[src/rtl/arm_mc_pkg.sv]
// Shared types and encodings for the multicycle ARM controller.
// Also holds the ARM condition-code evaluator.
package arm_mc_pkg;

    typedef enum logic [3:0] {
        FETCH, DECODE, MEMADR, MEMRD, MEMWB, MEMWR, EXECR, EXECI, ALUWB, BRANCH
    } state_t;

    localparam logic [1:0] ALU_ADD = 2'b00;
    localparam logic [1:0] ALU_SUB = 2'b01;
    localparam logic [1:0] ALU_AND = 2'b10;
    localparam logic [1:0] ALU_ORR = 2'b11;

    localparam logic [1:0] RES_ALUOUT    = 2'b00;
    localparam logic [1:0] RES_DATA      = 2'b01;
    localparam logic [1:0] RES_ALURESULT = 2'b10;

    localparam logic [1:0] SRCB_RD2    = 2'b00;
    localparam logic [1:0] SRCB_EXTIMM = 2'b01;
    localparam logic [1:0] SRCB_FOUR   = 2'b10;

    localparam logic [1:0] OP_DP  = 2'b00;
    localparam logic [1:0] OP_MEM = 2'b01;
    localparam logic [1:0] OP_BR  = 2'b10;

    localparam logic [3:0] COND_EQ = 4'b0000;
    localparam logic [3:0] COND_NE = 4'b0001;
    localparam logic [3:0] COND_CS = 4'b0010;
    localparam logic [3:0] COND_CC = 4'b0011;
    localparam logic [3:0] COND_MI = 4'b0100;
    localparam logic [3:0] COND_PL = 4'b0101;
    localparam logic [3:0] COND_VS = 4'b0110;
    localparam logic [3:0] COND_VC = 4'b0111;
    localparam logic [3:0] COND_HI = 4'b1000;
    localparam logic [3:0] COND_LS = 4'b1001;
    localparam logic [3:0] COND_GE = 4'b1010;
    localparam logic [3:0] COND_LT = 4'b1011;
    localparam logic [3:0] COND_GT = 4'b1100;
    localparam logic [3:0] COND_LE = 4'b1101;
    localparam logic [3:0] COND_AL = 4'b1110;

    // Raw per-state controls before condition gating.
    typedef struct packed {
        logic       next_pc;
        logic       branch;
        logic       regw;
        logic       memw;
        logic       irwrite;
        logic       adrsrc;
        logic       alusrca;
        logic       aluop;
        logic [1:0] resultsrc;
        logic [1:0] alusrcb;
    } raw_ctrl_t;

    // flags = {N, Z, C, V}; code 1111 never holds.
    function automatic logic cond_holds(input logic [3:0] cond, input logic [3:0] flags);
        logic n, z, c, v;
        logic res;
        {n, z, c, v} = flags;
        case (cond)
            COND_EQ: res = z;
            COND_NE: res = ~z;
            COND_CS: res = c;
            COND_CC: res = ~c;
            COND_MI: res = n;
            COND_PL: res = ~n;
            COND_VS: res = v;
            COND_VC: res = ~v;
            COND_HI: res = c & ~z;
            COND_LS: res = ~c | z;
            COND_GE: res = (n == v);
            COND_LT: res = (n != v);
            COND_GT: res = ~z & (n == v);
            COND_LE: res = z | (n != v);
            COND_AL: res = 1'b1;
            default: res = 1'b0;
        endcase
        return res;
    endfunction

endpackage

[src/rtl/arm_mc_controller_if.sv]
// Controller <-> datapath bus: instruction/flags in, control strobes and selects out.
interface arm_mc_controller_if;
    logic [31:0] Instr;
    logic [3:0]  ALUFlags;
    logic        PCWrite;
    logic        AdrSrc;
    logic        MemWrite;
    logic        IRWrite;
    logic        RegWrite;
    logic [1:0]  ResultSrc;
    logic        ALUSrcA;
    logic [1:0]  ALUSrcB;
    logic [1:0]  ALUControl;
    logic [1:0]  ImmSrc;
    logic [1:0]  RegSrc;

    modport master (
        input  Instr, ALUFlags,
        output PCWrite, AdrSrc, MemWrite, IRWrite, RegWrite, ResultSrc,
               ALUSrcA, ALUSrcB, ALUControl, ImmSrc, RegSrc
    );

    modport slave (
        output Instr, ALUFlags,
        input  PCWrite, AdrSrc, MemWrite, IRWrite, RegWrite, ResultSrc,
               ALUSrcA, ALUSrcB, ALUControl, ImmSrc, RegSrc
    );
endinterface

[src/rtl/arm_cond_unit.sv]
// NZCV flags register plus the condition-pass bit latched once per instruction.
module arm_cond_unit
    import arm_mc_pkg::*;
(
    input  logic       clk,
    input  logic       reset_n,
    input  logic [3:0] cond,
    input  logic [3:0] alu_flags,
    input  logic [1:0] flag_w,
    input  logic       latch_en,
    output logic       cond_ex
);

    logic [3:0] flags_reg;
    logic       cond_ex_reg;

    // flag_w[1] covers N,Z and flag_w[0] covers C,V; both gated by this instruction's pass bit.
    always_ff @(posedge clk) begin
        if (!reset_n) begin
            flags_reg   <= 4'b0000;
            cond_ex_reg <= 1'b0;
        end else begin
            if (latch_en)
                cond_ex_reg <= cond_holds(cond, flags_reg);
            if (cond_ex_reg && flag_w[1])
                flags_reg[3:2] <= alu_flags[3:2];
            if (cond_ex_reg && flag_w[0])
                flags_reg[1:0] <= alu_flags[1:0];
        end
    end

    assign cond_ex = cond_ex_reg;

endmodule

[src/rtl/arm_mc_controller.sv]
// Multicycle ARM control FSM: sequences fetch/decode/execute/memory/writeback
// and gates architectural writes by the latched condition result.
module arm_mc_controller
    import arm_mc_pkg::*;
(
    input  logic                       clk,
    input  logic                       reset_n,
    arm_mc_controller_if.master        bus
);

    logic [31:0] instr;
    logic [3:0]  cond;
    logic [1:0]  op;
    logic [5:0]  funct;
    logic [3:0]  rd;
    logic        unused_instr_bits;

    assign instr = bus.Instr;
    assign cond  = instr[31:28];
    assign op    = instr[27:26];
    assign funct = instr[25:20];
    assign rd    = instr[15:12];
    assign unused_instr_bits = &{1'b0, instr[19:16], instr[11:0]};

    state_t    state_reg, state_next;
    raw_ctrl_t ctrl;
    logic [1:0] alu_control;
    logic [1:0] flag_w;
    logic       no_write;
    logic       cond_ex;
    logic       reg_wr_ok;

    always_ff @(posedge clk) begin
        if (!reset_n)
            state_reg <= FETCH;
        else
            state_reg <= state_next;
    end

    always_comb begin
        state_next = FETCH;
        case (state_reg)
            FETCH:  state_next = DECODE;
            DECODE: begin
                case (op)
                    OP_DP:   state_next = funct[5] ? EXECI : EXECR;
                    OP_MEM:  state_next = MEMADR;
                    OP_BR:   state_next = BRANCH;
                    default: state_next = FETCH;
                endcase
            end
            MEMADR: state_next = funct[0] ? MEMRD : MEMWR;
            MEMRD:  state_next = MEMWB;
            EXECR:  state_next = ALUWB;
            EXECI:  state_next = ALUWB;
            default: state_next = FETCH;
        endcase
    end

    always_comb begin
        ctrl = '0;
        case (state_reg)
            FETCH: begin
                ctrl.irwrite   = 1'b1;
                ctrl.next_pc   = 1'b1;
                ctrl.alusrca   = 1'b1;
                ctrl.alusrcb   = SRCB_FOUR;
                ctrl.resultsrc = RES_ALURESULT;
            end
            DECODE: begin
                ctrl.alusrca   = 1'b1;
                ctrl.alusrcb   = SRCB_FOUR;
                ctrl.resultsrc = RES_ALURESULT;
            end
            MEMADR: ctrl.alusrcb = SRCB_EXTIMM;
            MEMRD:  ctrl.adrsrc  = 1'b1;
            MEMWB: begin
                ctrl.resultsrc = RES_DATA;
                ctrl.regw      = 1'b1;
            end
            MEMWR: begin
                ctrl.adrsrc = 1'b1;
                ctrl.memw   = 1'b1;
            end
            EXECR: begin
                ctrl.aluop   = 1'b1;
                ctrl.alusrcb = SRCB_RD2;
            end
            EXECI: begin
                ctrl.aluop   = 1'b1;
                ctrl.alusrcb = SRCB_EXTIMM;
            end
            ALUWB:  ctrl.regw = 1'b1;
            BRANCH: begin
                ctrl.branch    = 1'b1;
                ctrl.alusrcb   = SRCB_EXTIMM;
                ctrl.resultsrc = RES_ALURESULT;
            end
            default: ctrl = '0;
        endcase
    end

    always_comb begin
        alu_control = ALU_ADD;
        if (ctrl.aluop) begin
            case (funct[4:1])
                4'b0100: alu_control = ALU_ADD;
                4'b0010: alu_control = ALU_SUB;
                4'b0000: alu_control = ALU_AND;
                4'b1100: alu_control = ALU_ORR;
                4'b1010: alu_control = ALU_SUB;
                default: alu_control = ALU_ADD;
            endcase
        end
        flag_w[1] = ctrl.aluop & funct[0];
        flag_w[0] = ctrl.aluop & funct[0] & ((alu_control == ALU_ADD) | (alu_control == ALU_SUB));
    end

    // CMP must also suppress the write in ALUWB, where ALUOp is already 0,
    // so NoWrite is decoded from the (stable) instruction rather than the ALU decode.
    assign no_write = (op == OP_DP) && (funct[4:1] == 4'b1010);

    arm_cond_unit u_cond (
        .clk       (clk),
        .reset_n   (reset_n),
        .cond      (cond),
        .alu_flags (bus.ALUFlags),
        .flag_w    (flag_w),
        .latch_en  (state_reg == DECODE),
        .cond_ex   (cond_ex)
    );

    assign reg_wr_ok = ctrl.regw & cond_ex & ~no_write;

    assign bus.PCWrite    = reset_n & (ctrl.next_pc | (ctrl.branch & cond_ex) | (reg_wr_ok & (rd == 4'hF)));
    assign bus.RegWrite   = reset_n & reg_wr_ok;
    assign bus.MemWrite   = reset_n & ctrl.memw & cond_ex;
    assign bus.IRWrite    = reset_n & ctrl.irwrite;
    assign bus.AdrSrc     = ctrl.adrsrc;
    assign bus.ResultSrc  = ctrl.resultsrc;
    assign bus.ALUSrcA    = ctrl.alusrca;
    assign bus.ALUSrcB    = ctrl.alusrcb;
    assign bus.ALUControl = alu_control;
    assign bus.ImmSrc     = op;
    assign bus.RegSrc     = {op == OP_MEM, op == OP_BR};

endmodule

[src/flat_wrapper.sv]
// flat-port wrapper written by rule: the top's interface ports become plain ports
module arm_mc_controller_flat import arm_mc_pkg::*;
  (clk, reset_n, bus_Instr, bus_ALUFlags, bus_PCWrite, bus_AdrSrc, bus_MemWrite, bus_IRWrite, bus_RegWrite, bus_ResultSrc, bus_ALUSrcA, bus_ALUSrcB, bus_ALUControl, bus_ImmSrc, bus_RegSrc);
  arm_mc_controller_if bus_i ();
  input  logic clk;
  input  logic reset_n;
  input wire logic [$bits(bus_i.Instr)-1:0] bus_Instr;
  input wire logic [$bits(bus_i.ALUFlags)-1:0] bus_ALUFlags;
  output wire logic [$bits(bus_i.PCWrite)-1:0] bus_PCWrite;
  output wire logic [$bits(bus_i.AdrSrc)-1:0] bus_AdrSrc;
  output wire logic [$bits(bus_i.MemWrite)-1:0] bus_MemWrite;
  output wire logic [$bits(bus_i.IRWrite)-1:0] bus_IRWrite;
  output wire logic [$bits(bus_i.RegWrite)-1:0] bus_RegWrite;
  output wire logic [$bits(bus_i.ResultSrc)-1:0] bus_ResultSrc;
  output wire logic [$bits(bus_i.ALUSrcA)-1:0] bus_ALUSrcA;
  output wire logic [$bits(bus_i.ALUSrcB)-1:0] bus_ALUSrcB;
  output wire logic [$bits(bus_i.ALUControl)-1:0] bus_ALUControl;
  output wire logic [$bits(bus_i.ImmSrc)-1:0] bus_ImmSrc;
  output wire logic [$bits(bus_i.RegSrc)-1:0] bus_RegSrc;
  assign bus_i.Instr = bus_Instr;
  assign bus_i.ALUFlags = bus_ALUFlags;
  assign bus_PCWrite = bus_i.PCWrite;
  assign bus_AdrSrc = bus_i.AdrSrc;
  assign bus_MemWrite = bus_i.MemWrite;
  assign bus_IRWrite = bus_i.IRWrite;
  assign bus_RegWrite = bus_i.RegWrite;
  assign bus_ResultSrc = bus_i.ResultSrc;
  assign bus_ALUSrcA = bus_i.ALUSrcA;
  assign bus_ALUSrcB = bus_i.ALUSrcB;
  assign bus_ALUControl = bus_i.ALUControl;
  assign bus_ImmSrc = bus_i.ImmSrc;
  assign bus_RegSrc = bus_i.RegSrc;
  arm_mc_controller u_core (.clk(clk), .reset_n(reset_n), .bus(bus_i));
endmodule
[config.mk]
export PLATFORM = sky130hd
export DESIGN_NAME = arm_mc_controller_flat
export DESIGN_NICKNAME = d
export VERILOG_FILES = /design/src/rtl/arm_mc_pkg.sv /design/src/rtl/arm_mc_controller_if.sv /design/src/rtl/arm_cond_unit.sv /design/src/rtl/arm_mc_controller.sv /design/src/flat_wrapper.sv
export SDC_FILE = /design/constraint.sdc
export NUM_CORES = 1
export LEC_CHECK = 0
export BUFFER_PORTS_ARGS = -buffer_cell sky130_fd_sc_hd__buf_2
export CORE_ASPECT_RATIO = 1.5
export CORE_MARGIN = 5
export CORE_UTILIZATION = 42
export CTS_CLUSTER_SIZE = 10
export DETAILED_ROUTE_END_ITERATION = 10
export HOLD_SLACK_MARGIN = 0.08
export PLACE_DENSITY = 0.79
export SLEW_MARGIN = 5
export SYNTH_ARGS = -nofsm -noshare
export SYNTH_HDL_FRONTEND = slang
export SYNTH_SLANG_ARGS = --single-unit
[constraint.sdc]
create_clock -name clk -period 1.6 [get_ports clk]
set_clock_uncertainty 0.2 [all_clocks]
set_input_delay 0.16 -clock clk [delete_from_list [all_inputs] [get_ports clk]]
set_output_delay 0.16 -clock clk [all_outputs]
set_load 0.1 [all_outputs]
==> run summary, run 1 <==
In the routed layout, each cell is associated on average with a via count of 5.77. In the final layout, the share of cells above drive strength 1 is 53.3%. In this run, synthesis inferred 0 flip-flops with an integrated enable.

In this run, synthesis produced a sequential element count of 9. The tools report the number of primary I/O pins as 54. The checks that failed: negative setup slack. The setup slack after layout is -0.319 ns. The total number of H-tree levels is 1. Traced cell by cell, the critical path runs through buf_4 > o21a_1 > nor3_1 > o21a_4 > buf_12. The kind of path behind the tightest hold check is in2reg. In the synthesized netlist, the cells that appear most often are sky130_fd_sc_hd__nor2_1, sky130_fd_sc_hd__dfxtp_1, sky130_fd_sc_hd__nand2_1, sky130_fd_sc_hd__nor3_1. The first global-routing pass estimated 4930 um of wire.

The total via count after detailed routing came out at 1177. Detailed placement finished with a half-perimeter wire length of 2150 um. The floorplan step defined a die boundary enclosing 3100 um2. TritonCTS built the clock tree. The maximum count of clock buffers along a single path is 2, and the worst endpoint data arrival time is 1.56 ns.

The die is 65.8 um tall. The number of antenna violations at the first check in global routing is 0, and the max-capacitance violation count is 0. The sequential share of the synthesized area was 20.7%; the final critical-path required period was 1.92 ns. The flow ran to the end, but the final reports show violations.

The kind of critical path is reg2out. Dividing the detail-routed wire length by the instance count gives 19.0 um. The clock latency of the later-clocked register in the worst-skew pair is 0.26 ns, and the overall routed net length is 3870 um.

In the synthesized netlist, the number of instances is 115. Entering global routing, the biggest net connects 13 pins. The most common cell in the netlist is sky130_fd_sc_hd__nor2_1. In this run the worst path has a maximum fanout of 6. The antenna diode count was 0; the number of I/O port buffers was 37.

The tree is rooted in a sky130_fd_sc_hd__clkbuf_4. The congestion estimate from routability-driven global placement came to 0.765. In this run the tightest slew margin relative to its limit is 67.4%. The total nets after synthesis is 153, and the total routing resource utilization after global routing is 22.0%. The distinct cell type count of the synthesized netlist was 40; the register clock-pin slew on the reported worst setup and hold paths was 0.06 ns. The tools report the remaining number of nets flagged by the antenna check after routing as 0. The worst path required time is 1.24 ns. The run gives 2000 um2 as the core region area. At the end of the flow the core is filled with cells to 89.3%. The summed negative setup slack over all endpoints came out at -2.34 ns. The tools report the number of design rule violations left after detail routing as 0. Largest stage delay on the critical path: 0.37 ns. The logs give 4 for the number of iterations in the first detailed-routing pass and 204 for the number of cells in the finished layout apart from fillers. The worst setup path is captured at an output pin. The transition at the pin with the smallest max-transition slack is 0.492 ns. The worst-case IR drop observed on VDD is 0.562 mV. For this block, the initial DRC count from the detailed router was 36. After the last flow step, the layout net total stands at 221. The area growth from synthesis to layout is 105%. Sorting the synthesized cells by area gives the leading types as sky130_fd_sc_hd__dfxtp_1, sky130_fd_sc_hd__mux2i_1, sky130_fd_sc_hd__nor2_1, sky130_fd_sc_hd__nor3_1, sky130_fd_sc_hd__xnor2_1. Dividing total power by cell area gives a power density of 591 nW/um2. Among all flip-flop cells after synthesis, the most frequent one is sky130_fd_sc_hd__dfxtp_1.

The cell taking the most area after synthesis was sky130_fd_sc_hd__dfxtp_1. The tools report the number of global-route vias before repair as 1138. After synthesis, the largest area contributor takes up 20.7% of total cell area.

For the final max-slew violation count, the log shows 0. The tools report the number of rows created at floorplan as 20. The logs give 0 for the number of hold violations in the final report and 179 for the number of cells in the design after placement. The initial standard-cell utilization of the core is 43.5%. The run gives 9 as the clock net sink count. Based on the critical path, the design can be clocked at up to 0.521 GHz. For this design, the slowest cell found on the critical path is sky130_fd_sc_hd__dfxtp_4.

The x dimension of the die came out at 47.2 um. After synthesis, the share of flip-flops with an asynchronous set or reset is 0%. Across all register-to-register paths, the minimum setup slack is 0.04 ns.

In this run the cell area of the synthesized design comes to 871 um2. The kind of start point of the critical path is a register. For the leakage power summed over all cells, the log shows 0.751 nW. After global routing the overflow that remains totals 0. Setup violations remaining at the end of the flow were counted as 12.

The number of buffers added by the clock tree synthesis step came out at 3. During synthesis, Yosys emitted a total of 0 warnings. The final critical path takes up 120% of the cycle. After routing the design area is 1790 um2. In this run the cell area measured after placement is 1470 um2. Prior to clock tree synthesis, the placed netlist has a worst setup slack of -0.0195 ns. After layout, the design draws a total of 1.06 mW. The worst slack on hold paths was 0.0940 ns; the average cell area after synthesis was 7.57 um2. Setup repair after global routing could not meet its margin everywhere.
-- per-layer routing --
layer	track usage, %	share of wire (%)	vias up
li1	-	-	547
met1	21.7	34	561
met2	40.6	57	50
met3	2.72	4.1	19
met4	12.5	5.1	0
met5	0	0	-
-- area by class of cell --
type | instances | area [um2]
well taps | 22 | 27.5
inverters | 4 | 17.5
repair buffers | 73 | 714
flip-flops and latches | 9 | 195
multi-input cells | 92 | 806
clock buffers | 4 | 26.3
fillers | 88 | 215
-- worst paths after layout --
kind | to | from | cells after the start
worst max-delay path | bus_PCWrite | u_core.state_reg[3]$_SDFF_PN0_ | 5
worst min-delay path | u_core.u_cond.cond_ex$_SDFFE_PN0P_ | bus_Instr[31] | 3
worst max register to register | u_core.u_cond.cond_ex$_SDFFE_PN0P_ | u_core.state_reg[2]$_SDFF_PN0_ | 5
worst min register to register | u_core.u_cond.flags_reg[1]$_SDFFE_PN0P_ | u_core.u_cond.flags_reg[1]$_SDFFE_PN0P_ | 2
-- repair_timing --
item                       CTS  global route
buffers inserted             4             9
hold endpoints to repair     8             0
resized for setup           13            14
pin swaps                    8             9
setup endpoints to repair   11            15
hold buffers                 9             0
-- worst max-delay path: cells and delay by family (launching register included) --
| family | cells | cell delay [ns] |
|---|---|---|
| buffers and inverters | 2 | 0.31 |
| DFF | 1 | 0.37 |
| AOI/OAI and AO/OA | 2 | 0.39 |
| and+or+nand+nor | 1 | 0.22 |
-- cells by family (layout without fill, tap and decap cells) --
kind of cell / after synthesis / count (layout) / share of synthesized area [%]
buffers and inverters: 14 / 81 / 9.48
AOI/OAI and AO/OA: 28 / 28 / 22.7
and+or+nand+nor: 53 / 53 / 35.2
xor gates and xnor gates: 5 / 5 / 5.03
DFF: 9 / 9 / 20.7
muxes: 6 / 6 / 6.90
-- placed cells by master, fill, tap and decap left out, drive strengths merged, types with 4 or more instances in the layout --
master       Yosys  layout
nor2            13      13
nand2            9       9
dlygate4sd3      0       9
dfxtp            9       9
nor3             8       8
mux2i            6       6
inv              4       4
buf             10      64
clkbuf           0       4
o21ai            6       6
a21oi            4       4
nor2b            5       5
xnor2            4       4
-- where the power goes --
group / internal, mW / leakage (nW) / switching, mW
combinational: 0.251 / 0.660 / 0.370
sequential: 0.233 / 0.0760 / 0.0237
clock: 0.0963 / 0.0150 / 0.0819
(Power assumes the default switching activity.)
==> inputs of run 2 (changes only) <==
--- a/config.mk
+++ b/config.mk
@@ -10,3 +10,3 @@
 export CORE_MARGIN = 5
-export CORE_UTILIZATION = 42
+export CORE_UTILIZATION = 40
 export CTS_CLUSTER_SIZE = 10
@@ -14,3 +14,3 @@
 export HOLD_SLACK_MARGIN = 0.08
-export PLACE_DENSITY = 0.79
+export PLACE_DENSITY = 0.76
 export SLEW_MARGIN = 5
==> constraint.sdc (replaced) <==
create_clock -name clk -period 1.6 [get_ports clk]
set_clock_uncertainty 0.2 [all_clocks]
set_input_delay 0.32 -clock clk [delete_from_list [all_inputs] [get_ports clk]]
set_output_delay 0.32 -clock clk [all_outputs]
set_load 0.1 [all_outputs]
==> run summary, run 2 <==
The number of cells in the design after placement is 194 (was 179), and the arithmetic-cell share of the synthesized area counting full adders, half adders and majority gates is 0% (unchanged). The failing step was global routing. The distinct cell type count of the synthesized netlist is 40 (unchanged), and the multiplexer area fraction after synthesis is 6.90% (unchanged).

For the initial standard-cell utilization of the core, the log shows 42.4% (was 43.5%). The vertical die dimension works out to 67.1 um (was 65.8 um). The first error in the log reads "[ERROR DPL-0033] detailed placement checks failed during check placement". Combinational family with the most area after synthesis: simple AND/OR/NAND/NOR gates (unchanged). The number of I/O port buffers is 37 (unchanged). The number of rows created at floorplan was 20 (unchanged); the maximum count of clock buffers along a single path was 2 (unchanged). The placed wire-length estimate after detailed placement came out at 2480 um (was 2150 um). Commonest cells in the synthesized netlist: sky130_fd_sc_hd__nor2_1, sky130_fd_sc_hd__dfxtp_1, sky130_fd_sc_hd__nand2_1, sky130_fd_sc_hd__nor3_1 (unchanged).

For the number of cells produced by synthesis, the log shows 115 (unchanged). The sequential share of the synthesized area was 20.7% (unchanged). The cell taking the most area after synthesis is sky130_fd_sc_hd__dfxtp_1 (unchanged). The library cell used as clock root buffer was sky130_fd_sc_hd__clkbuf_4 (unchanged). The number of synthesized flops with an enable pin was 0 (unchanged). After the last repair the worst path ends at a top-level output.

Most instantiated flip-flop cell in the synthesis netlist: sky130_fd_sc_hd__dfxtp_1 (unchanged). The x dimension of the die came out at 48.1 um (was 47.2 um). The fraction of the mapped netlist area in simple logic gates came out at 35.2% (unchanged). The most common cell in the netlist was sky130_fd_sc_hd__nor2_1 (unchanged). The average cell area after synthesis was 7.57 um2 (unchanged).

The number of buffers added by the clock tree synthesis step is 3 (unchanged), and the register bit total from synthesis is 9 (unchanged). The total nets after synthesis was 153 (unchanged). Main area contributors after synthesis: sky130_fd_sc_hd__dfxtp_1, sky130_fd_sc_hd__mux2i_1, sky130_fd_sc_hd__nor2_1, sky130_fd_sc_hd__nor3_1, sky130_fd_sc_hd__xnor2_1 (unchanged). The compound-gate portion of the synthesized area is 22.7% (unchanged), and the xor and xnor area share after synthesis is 5.03% (unchanged). The count of hold buffers inserted by post-cts repair came out at 0 (was 9). The fraction of synthesis flops using an asynchronous set or reset pin was 0% (unchanged); the cell area after synthesis was 871 um2 (unchanged). The clock net sink count was 9 (unchanged); the maximum number of pins on one net before global-route repair was 13. Number of warnings issued by yosys: 0 (unchanged). The weighted congestion reported at the end of routability-driven placement was 0.774 (was 0.765); the number of primary I/O pins was 54 (unchanged). For the total number of H-tree levels, the log shows 1 (unchanged). The run stopped with a tool error. The fraction of synthesized cell area taken by the top area cell type was 20.7% (unchanged). The global-route repair_timing pass left the worst setup endpoint at bus_RegWrite. The number of antenna violations at the first check in global routing is 0.
[run 2: cell counts after synthesis]
No cell type changed its count.
[run 2: per-stage QoR]
step           instance area (um2)  hold slack [ns]  utilization, %  worst slack [ns]  TNS (ns)
2_1_floorplan                 1060            0.265               -            -0.599     -4.21
3_3_place_gp                  1640            0.327            79.9            -0.187    -0.892
3_5_place_dp                  1640            0.344            79.9            -0.231     -1.27
4_1_cts                       1910            0.101            92.9            -0.443     -4.35
[run 2: logic make-up after synthesis]
kind of cell	count (synthesis)
AO/OA/AOI/OAI	28
buffers and inverters	14
AND/OR/NAND/NOR	53
XOR/XNOR	5
flip-flops	9
multiplexers	6
[run 2: timing repair]
action / in CTS
cloned: 0
resized for setup: 31
pin swaps: 14
buffers inserted: 15
endpoints found under the setup margin: 13
==> inputs of run 3 (changes only) <==
CORE_AREA = 5 5 66 68   (was default)
CORE_ASPECT_RATIO = default   (was 1.5)
CORE_MARGIN = default   (was 5)
CORE_UTILIZATION = default   (was 40)
CTS_CLUSTER_SIZE = default   (was 10)
DIE_AREA = 0 0 71 73   (was default)
HOLD_SLACK_MARGIN = default   (was 0.08)
PLACE_DENSITY = default   (was 0.76)
PLACE_DENSITY_LB_ADDON = 0.15   (was default)
==> run summary, run 3 (synthesis results as in run 1) <==
The flow ran to the end, but the final reports show violations. The checks that failed: negative setup slack. The worst hold path terminates at u_core.u_cond.flags_reg[3]$_SDFFE_PN0P_. Setup repair after global routing could not meet its margin everywhere. The total number of H-tree levels is 1 (unchanged), and the setup slack after placement is -0.215 ns (was -0.231 ns). End of the worst register-to-register path: u_core.u_cond.cond_ex$_SDFFE_PN0P_. Final-stage net count: 220. The logs give 0.517 GHz for the upper clock frequency limit and 0 (unchanged) for the count of hold buffers inserted by post-cts repair.

For the pin with the worst max-slew slack, the measured transition is 0.265 ns. The floorplan step defined a die boundary enclosing 5180 um2. The top cell types in the final layout, fill and taps aside, are sky130_fd_sc_hd__buf_4, sky130_fd_sc_hd__buf_2, sky130_fd_sc_hd__buf_12.

In this design, the largest share of critical-path delay is due to flip-flops. The number of design rule violations left after detail routing came out at 0. Cell internal power was estimated by the tool at 0.680 mW.

The logs give 0.768 (was 0.774) for the weighted congestion reported at the end of routability-driven placement and 9 (unchanged) for the clock net sink count. The clock share of power came out at 22.8%. The routed design could run at a clock period as short as 1.94 ns. The number of rows created at floorplan was 23 (was 20); the total via count after detailed routing was 1094. The run gives 0.469 mW as the net switching power. The number of hold violations in the final report is 0. The run gives 81.8% as the worst-case headroom to the max-slew limit. The tools report the launch point of the worst hold path as bus_ALUFlags[3]. The run gives 0.227 mV as the worst vdd rail ir drop. The worst setup path is of the reg2out kind. The first global-routing pass estimated 4950 um of wire.

Using the TritonRoute via totals, the vias-per-cell ratio works out to 4.74. The run gives 55.5% as the proportion of power drawn by combinational gates. Entering global routing, the biggest net connects 13 pins. The run gives 0 as the number of antenna violations at the first check in global routing.

The critical path depth is 5. The logs give 13 for the total of endpoints with negative setup slack in the final report and 0 for the final max-slew violation count. Number of I/O port buffers: 37 (unchanged).

Clock-pin slew was measured on the worst setup and hold paths at 0.04 ns. The area overhead of the layout relative to synthesis was 115%; the number of cells in the design after placement was 221 (was 194). The logs give 1670 um2 (was 1640 um2) for the placement-stage cell area and 4 for the number of iterations in the first detailed-routing pass. The tools report the kind of start point of the critical path as a register. The x dimension of the die is 71 um (was 48.1 um), and the number of primary I/O pins is 54 (unchanged). The placed wire-length estimate after detailed placement is 2420 um (was 2480 um). Leaving out fill and tap cells, the most frequent cell in the layout is sky130_fd_sc_hd__buf_4. Across the run, the number of max-cap violations was 0. The switching power share of the total is 40.8%.

Library cell used as clock root buffer: sky130_fd_sc_hd__clkbuf_8 (was sky130_fd_sc_hd__clkbuf_4). The logs give 3 (unchanged) for the number of buffers added by the clock tree synthesis step and 11.8% for the total routing resource utilization after global routing. The worst path required time is 1.08 ns, and the buffer and inverter count on the worst path is 2. The maximum count of clock buffers along a single path is 2 (unchanged).

Dividing the final minimum period by the clock period gives 121%. STA classifies the critical path endpoint as an output pin. The power density over the cells came out at 615 nW/um2.

TritonCTS built the clock tree. Register-to-register setup slack: -0.09 ns. The first-iteration detailed-routing DRC count was 26; the worst reg-to-reg path cell count was 6.

Count of fill cells added during filler insertion: 382. The setup slack after layout is -0.336 ns, and the total non-filler cell area in the finished layout is 1870 um2. The initial standard-cell utilization of the core is 22.9% (was 42.4%), and the peak fanout along the critical path is 5. The worst hold path passes through 3 cells. The largest stage delay on the critical path works out to 0.36 ns. STA puts the critical path data arrival time at 1.42 ns. At the later pin of the worst-skew pair, clock insertion delay measures 0.23 ns. Proportion of layout cells with a drive suffix above 1: 59.7%. The vertical die dimension works out to 73 um (was 67.1 um).

The tightest min-delay check is of the in2reg type. The detail route stage leaves a number of antenna-violating nets equal to 0. After detailed routing, the average wire length per cell comes to 12.8 um. Number of global-route vias before repair: 1096. The total global routing overflow was 0.

The first element of the critical path was u_core.state_reg[3]$_SDFF_PN0_. Overall routed net length: 2950 um. Master of the slowest instance on the critical path: sky130_fd_sc_hd__dfxtp_4. The leakage power summed over all cells is 0.788 nW.

In this run the critical register-to-register path is launched from u_core.state_reg[3]$_SDFF_PN0_. The run gives 1.15 mW as the power consumption. The critical path goes through xor2_2 > nand3_2 > buf_6 > nor3b_4 > buf_12. The logs give 3800 um2 for the core region area and 21.7% for the sequential share of power. The number of cells in the finished layout apart from fillers is 231.

0 antenna diodes ended up in the layout.
run 3: timing repair:
action,4_1_cts,5_1_grt
setup buffers,5,1
resized for setup,16,13
pin swaps,12,3
setup endpoints to repair,15,18
hold endpoints to repair,0,0
run 3: how the worst max path moves through the flow:
stage | to | slack [ns]
after floorplan | bus_ALUControl[0] | -0.60
after global placement | bus_PCWrite | -0.23
after detailed placement | bus_PCWrite | -0.21
after CTS | bus_RegWrite | -0.35
after global routing | bus_RegWrite | -0.42
final | bus_RegWrite | -0.34
run 3: per-stage QoR:
step / TNS, ns / util (%) / hold WS (ns)
after detailed placement: -0.727 / 43.9 / 0.370
after floorplan: -4.21 / - / 0.265
after global routing: -3.56 / 49.2 / 0.156
final: -2.64 / 49.2 / 0.136
after global placement: -0.647 / 43.9 / 0.326
after CTS: -2.89 / 47.8 / 0.146
run 3: tightest hold or removal path, delay by kind of cell:
family | cells | cell delay, ns
buf+inv | 1 | 0.10
simple gates | 1 | 0.05
compound gates | 1 | 0.05
run 3: area by class of cell:
type / count / area [um2] / share of cell area [%]
clock buffers: 4 / 45.0 / 2.41
inverters: 4 / 20.0 / 1.07
multi-input cells: 92 / 825 / 44.1
flip-flops and latches: 9 / 195 / 10.4
well taps: 50 / 62.6 / 3.35
repair buffers: 72 / 722 / 38.6
run 3: layer usage:
layer / vias to the layer above / share of wire [%] / GRT usage, %
met5: - / 0 / 0
met3: 4 / 4.0 / 1.10
met2: 19 / 58 / 23.2
met4: 0 / 1.9 / 6.68
li1: 545 / - / -
met1: 526 / 36 / 12.2
run 3: power by group through the flow:
stage          logic (mW)  registers [mW]  clock network (mW)
2_1_floorplan       0.377           0.251                   0
3_3_place_gp        0.592           0.252                   0
5_1_grt             0.672           0.251               0.282
4_1_cts             0.628           0.248               0.272
3_5_place_dp        0.599           0.252                   0
6_report            0.638           0.250               0.262
==> inputs of run 4 (changes only) <==
CELL_PAD_IN_SITES_DETAIL_PLACEMENT = 2   (was default)
CELL_PAD_IN_SITES_GLOBAL_PLACEMENT = 2   (was default)
CORE_AREA = default   (was 5 5 66 68)
CORE_MARGIN = 5   (was default)
CORE_UTILIZATION = 21   (was default)
DIE_AREA = default   (was 0 0 71 73)
clock period = 2.01 ns   (was 1.6 ns; I/O delays follow)
==> run summary, run 4 (synthesis results as in run 1) <==
The run finished, with violations left. Violations in the final reports: negative setup slack (unchanged). The x dimension of the die is 74.4 um (was 71 um), and the combined area of the multi-input logic cells is 795 um2 (was 825 um2). The number of buffers added by the clock tree synthesis step is 3 (unchanged), and the weighted congestion reported at the end of routability-driven placement is 0.785 (was 0.768). The initial standard-cell utilization of the core is 21.8% (was 22.9%). The logs give 0 (unchanged) for the number of design rule violations left after detail routing and 23.1% (was 21.7%) for the sequential share of power.

TritonCTS built the clock tree. The remaining number of nets flagged by the antenna check after routing came out at 0 (unchanged). The max-capacitance violation count was 0 (unchanged). The antenna diode count is 0 (unchanged). The total via count after detailed routing was 1049 (was 1094); the clock latency of the later-clocked register in the worst-skew pair was 0.24 ns (was 0.23 ns). The kind of path behind the tightest hold check was in2reg (unchanged).

The tools report the setup slack after layout as -0.0220 ns (was -0.336 ns). For the number of antenna violations at the first check in global routing, the log shows 0 (unchanged). The overall routed net length is 3500 um (was 2950 um).

The mean routed wirelength per cell works out to 16.3 um (was 12.8 um). Static timing analysis puts the maximum clock frequency at 0.492 GHz. The logs give 5530 um2 (was 5180 um2) for the floorplan die area and -0.0490 ns (was -2.64 ns) for the summed negative setup slack over all endpoints. The proportion of layout cells with a drive suffix above 1 came out at 54.5% (was 59.7%). The kind of capture point of the worst setup path is an output pin (unchanged). Leading cell type in the layout, fill and taps excluded: sky130_fd_sc_hd__buf_2 (was sky130_fd_sc_hd__buf_4). Final critical-path required period: 2.03 ns. The area overhead of the layout relative to synthesis works out to 90.7% (was 115%).

Kind of critical path: reg2out (unchanged). The maximum number of pins on one net before global-route repair came out at 13 (unchanged). The power density over the cells is 531 nW/um2 (was 615 nW/um2), and the register clock-pin slew on the reported worst setup and hold paths is 0.05 ns (was 0.04 ns). The vertical die dimension was 74.4 um (was 73 um).

Routed via count divided by cell count: 4.88 (was 4.74). Worst vdd rail ir drop: 0.232 mV (was 0.227 mV). The run gives 23 (unchanged) as the number of rows created at floorplan. The run gives 4000 um2 (was 3800 um2) as the core region area. The clock share of power is 24.8% (was 22.8%), and the part of the cycle the worst path needs is 101%. The clock net sink count came out at 9 (unchanged). The logs give 1 (unchanged) for the total number of H-tree levels and 1.43 ns (was 1.42 ns) for the worst endpoint data arrival time.

The number of hold violations in the final report is 0 (unchanged), and the count of fill cells added during filler insertion is 444 (was 382). Worst min-delay path endpoint: u_core.u_cond.flags_reg[2]$_SDFFE_PN0P_ (was u_core.u_cond.flags_reg[3]$_SDFFE_PN0P_). Number of global-route vias before repair: 1185 (was 1096).

The placed wire-length estimate after detailed placement is 2610 um (was 2420 um). The proportion of power drawn by combinational gates came out at 52.1% (was 55.5%). Startpoint of the most critical register-to-register path: u_core.state_reg[1]$_SDFF_PN0_ (was u_core.state_reg[3]$_SDFF_PN0_).

The hold-critical path depth works out to 3 (unchanged). The tools report the library cell used as clock root buffer as sky130_fd_sc_hd__clkbuf_8 (unchanged). The peak fanout along the critical path came out at 7 (was 5). The tools report the end of the worst register-to-register path as u_core.u_cond.flags_reg[1]$_SDFFE_PN0P_ (was u_core.u_cond.cond_ex$_SDFFE_PN0P_). The number of iterations in the first detailed-routing pass is 2 (was 4), and the final design utilization is 41.5% (was 49.2%). For the number of primary I/O pins, the log shows 54 (unchanged). The worst path required time was 1.41 ns (was 1.08 ns). The run gives 0.28 ns (was -0.09 ns) as the register-to-register setup slack. The internal power component was 0.502 mW (was 0.680 mW).

The run gives 41 (was 26) as the first-iteration detailed-routing DRC count. The run gives 0.379 mW (was 0.469 mW) as the net switching power. The number of I/O port buffers is 37 (unchanged), and the footprint of the flip-flops and latches is 193 um2 (was 195 um2). The worst reg-to-reg path cell count was 5 (was 6).

The run gives 5750 um (was 4950 um) as the global-route wire length before repair. The tools report the total of endpoints with negative setup slack in the final report as 3 (was 13). The final max-slew violation count came out at 0 (unchanged). Setup repair after global routing could not meet its margin everywhere. The switching power share of the total works out to 43.0% (was 40.8%). The run gives 204 (was 220) as the final-stage net count. The launch point of the worst hold path is bus_ALUFlags[2] (was bus_ALUFlags[3]). The maximum count of clock buffers along a single path is 2 (unchanged). The run gives 13.4% (was 11.8%) as the total routing resource utilization after global routing. The tools report the total global routing overflow as 0 (unchanged). Kind of start point of the critical path: a register (unchanged). The transition at the pin with the smallest max-transition slack works out to 0.486 ns (was 0.265 ns). Worst-case headroom to the max-slew limit: 67.8% (was 81.8%). The leakage power summed over all cells was 0.671 nW (was 0.788 nW). Commonest cells after routing, fill and taps aside: sky130_fd_sc_hd__buf_2, sky130_fd_sc_hd__buf_4, sky130_fd_sc_hd__buf_12 (was sky130_fd_sc_hd__buf_4, sky130_fd_sc_hd__buf_2, sky130_fd_sc_hd__buf_12).
## run 4: layout make-up
type,count,area share (%)
multi-input cells,92,47.9
repair buffers,56,32.9
flip-flops and latches,9,11.6
well taps,50,3.77
clock buffers,4,2.71
inverters,4,1.21
## run 4: worst max-delay path: stages (launching register included)
cell and delay (ns):
sky130_fd_sc_hd__dfxtp_4 0.36, sky130_fd_sc_hd__buf_4 0.20, sky130_fd_sc_hd__nor3b_4 0.22, sky130_fd_sc_hd__a21oi_2 0.07
sky130_fd_sc_hd__o22ai_4 0.14, sky130_fd_sc_hd__buf_12 0.20
## run 4: timing repair
| action | 4_1_cts | 5_1_grt |
|---|---|---|
| pin swaps | 5 | 1 |
| resized for setup | 11 | 5 |
| setup endpoints to repair | 7 | 6 |
| hold buffers | 0 | 0 |
| cloned | 0 | 0 |
| setup buffers | 6 | 0 |
## run 4: routing by layer
| layer | share of wire, % | wire (um) | global-route usage [%] |
|---|---|---|---|
| met5 | 0 | 0 | 0 |
| met4 | 0.57 | 20 | 2.96 |
| met3 | 5.3 | 185 | 3.11 |
| met2 | 53 | 1850 | 25.1 |
| met1 | 41 | 1440 | 15.5 |
## run 4: worst max-delay path by stage
stage / from / to / slack [ns] / cells after the start
2_1_floorplan: u_core.state_reg[3]$_SDFF_PN0_ / bus_ALUControl[0] / -0.27 / 3
3_3_place_gp: bus_Instr[27] / bus_PCWrite / -0.03 / 6
3_5_place_dp: bus_Instr[27] / bus_PCWrite / -0.05 / 6
4_1_cts: u_core.state_reg[3]$_SDFF_PN0_ / bus_RegWrite / -0.03 / 5
5_1_grt: u_core.state_reg[2]$_SDFF_PN0_ / bus_RegWrite / -0.08 / 5
6_report: u_core.state_reg[3]$_SDFF_PN0_ / bus_ALUSrcB[0] / -0.02 / 5
## run 4: through the flow
step	cell area [um2]	power, mW	hold slack, ns	setup WS, ns	cells
3_3_place_gp	1510	0.638	0.336	-0.0258	205
2_1_floorplan	1040	0.498	0.290	-0.274	115
6_report	1660	0.881	0.215	-0.0220	215
5_1_grt	1660	0.919	0.226	-0.0839	215
3_5_place_dp	1510	0.646	0.349	-0.0468	205
4_1_cts	1640	0.880	0.214	-0.0326	215
## run 4: power groups by stage
stage / Sequential [mW] / Clock [mW] / Combinational, mW
6_report: 0.204 / 0.218 / 0.459
5_1_grt: 0.206 / 0.233 / 0.481
4_1_cts: 0.203 / 0.222 / 0.455
3_5_place_dp: 0.207 / 0 / 0.439
3_3_place_gp: 0.206 / 0 / 0.431
2_1_floorplan: 0.200 / 0 / 0.298
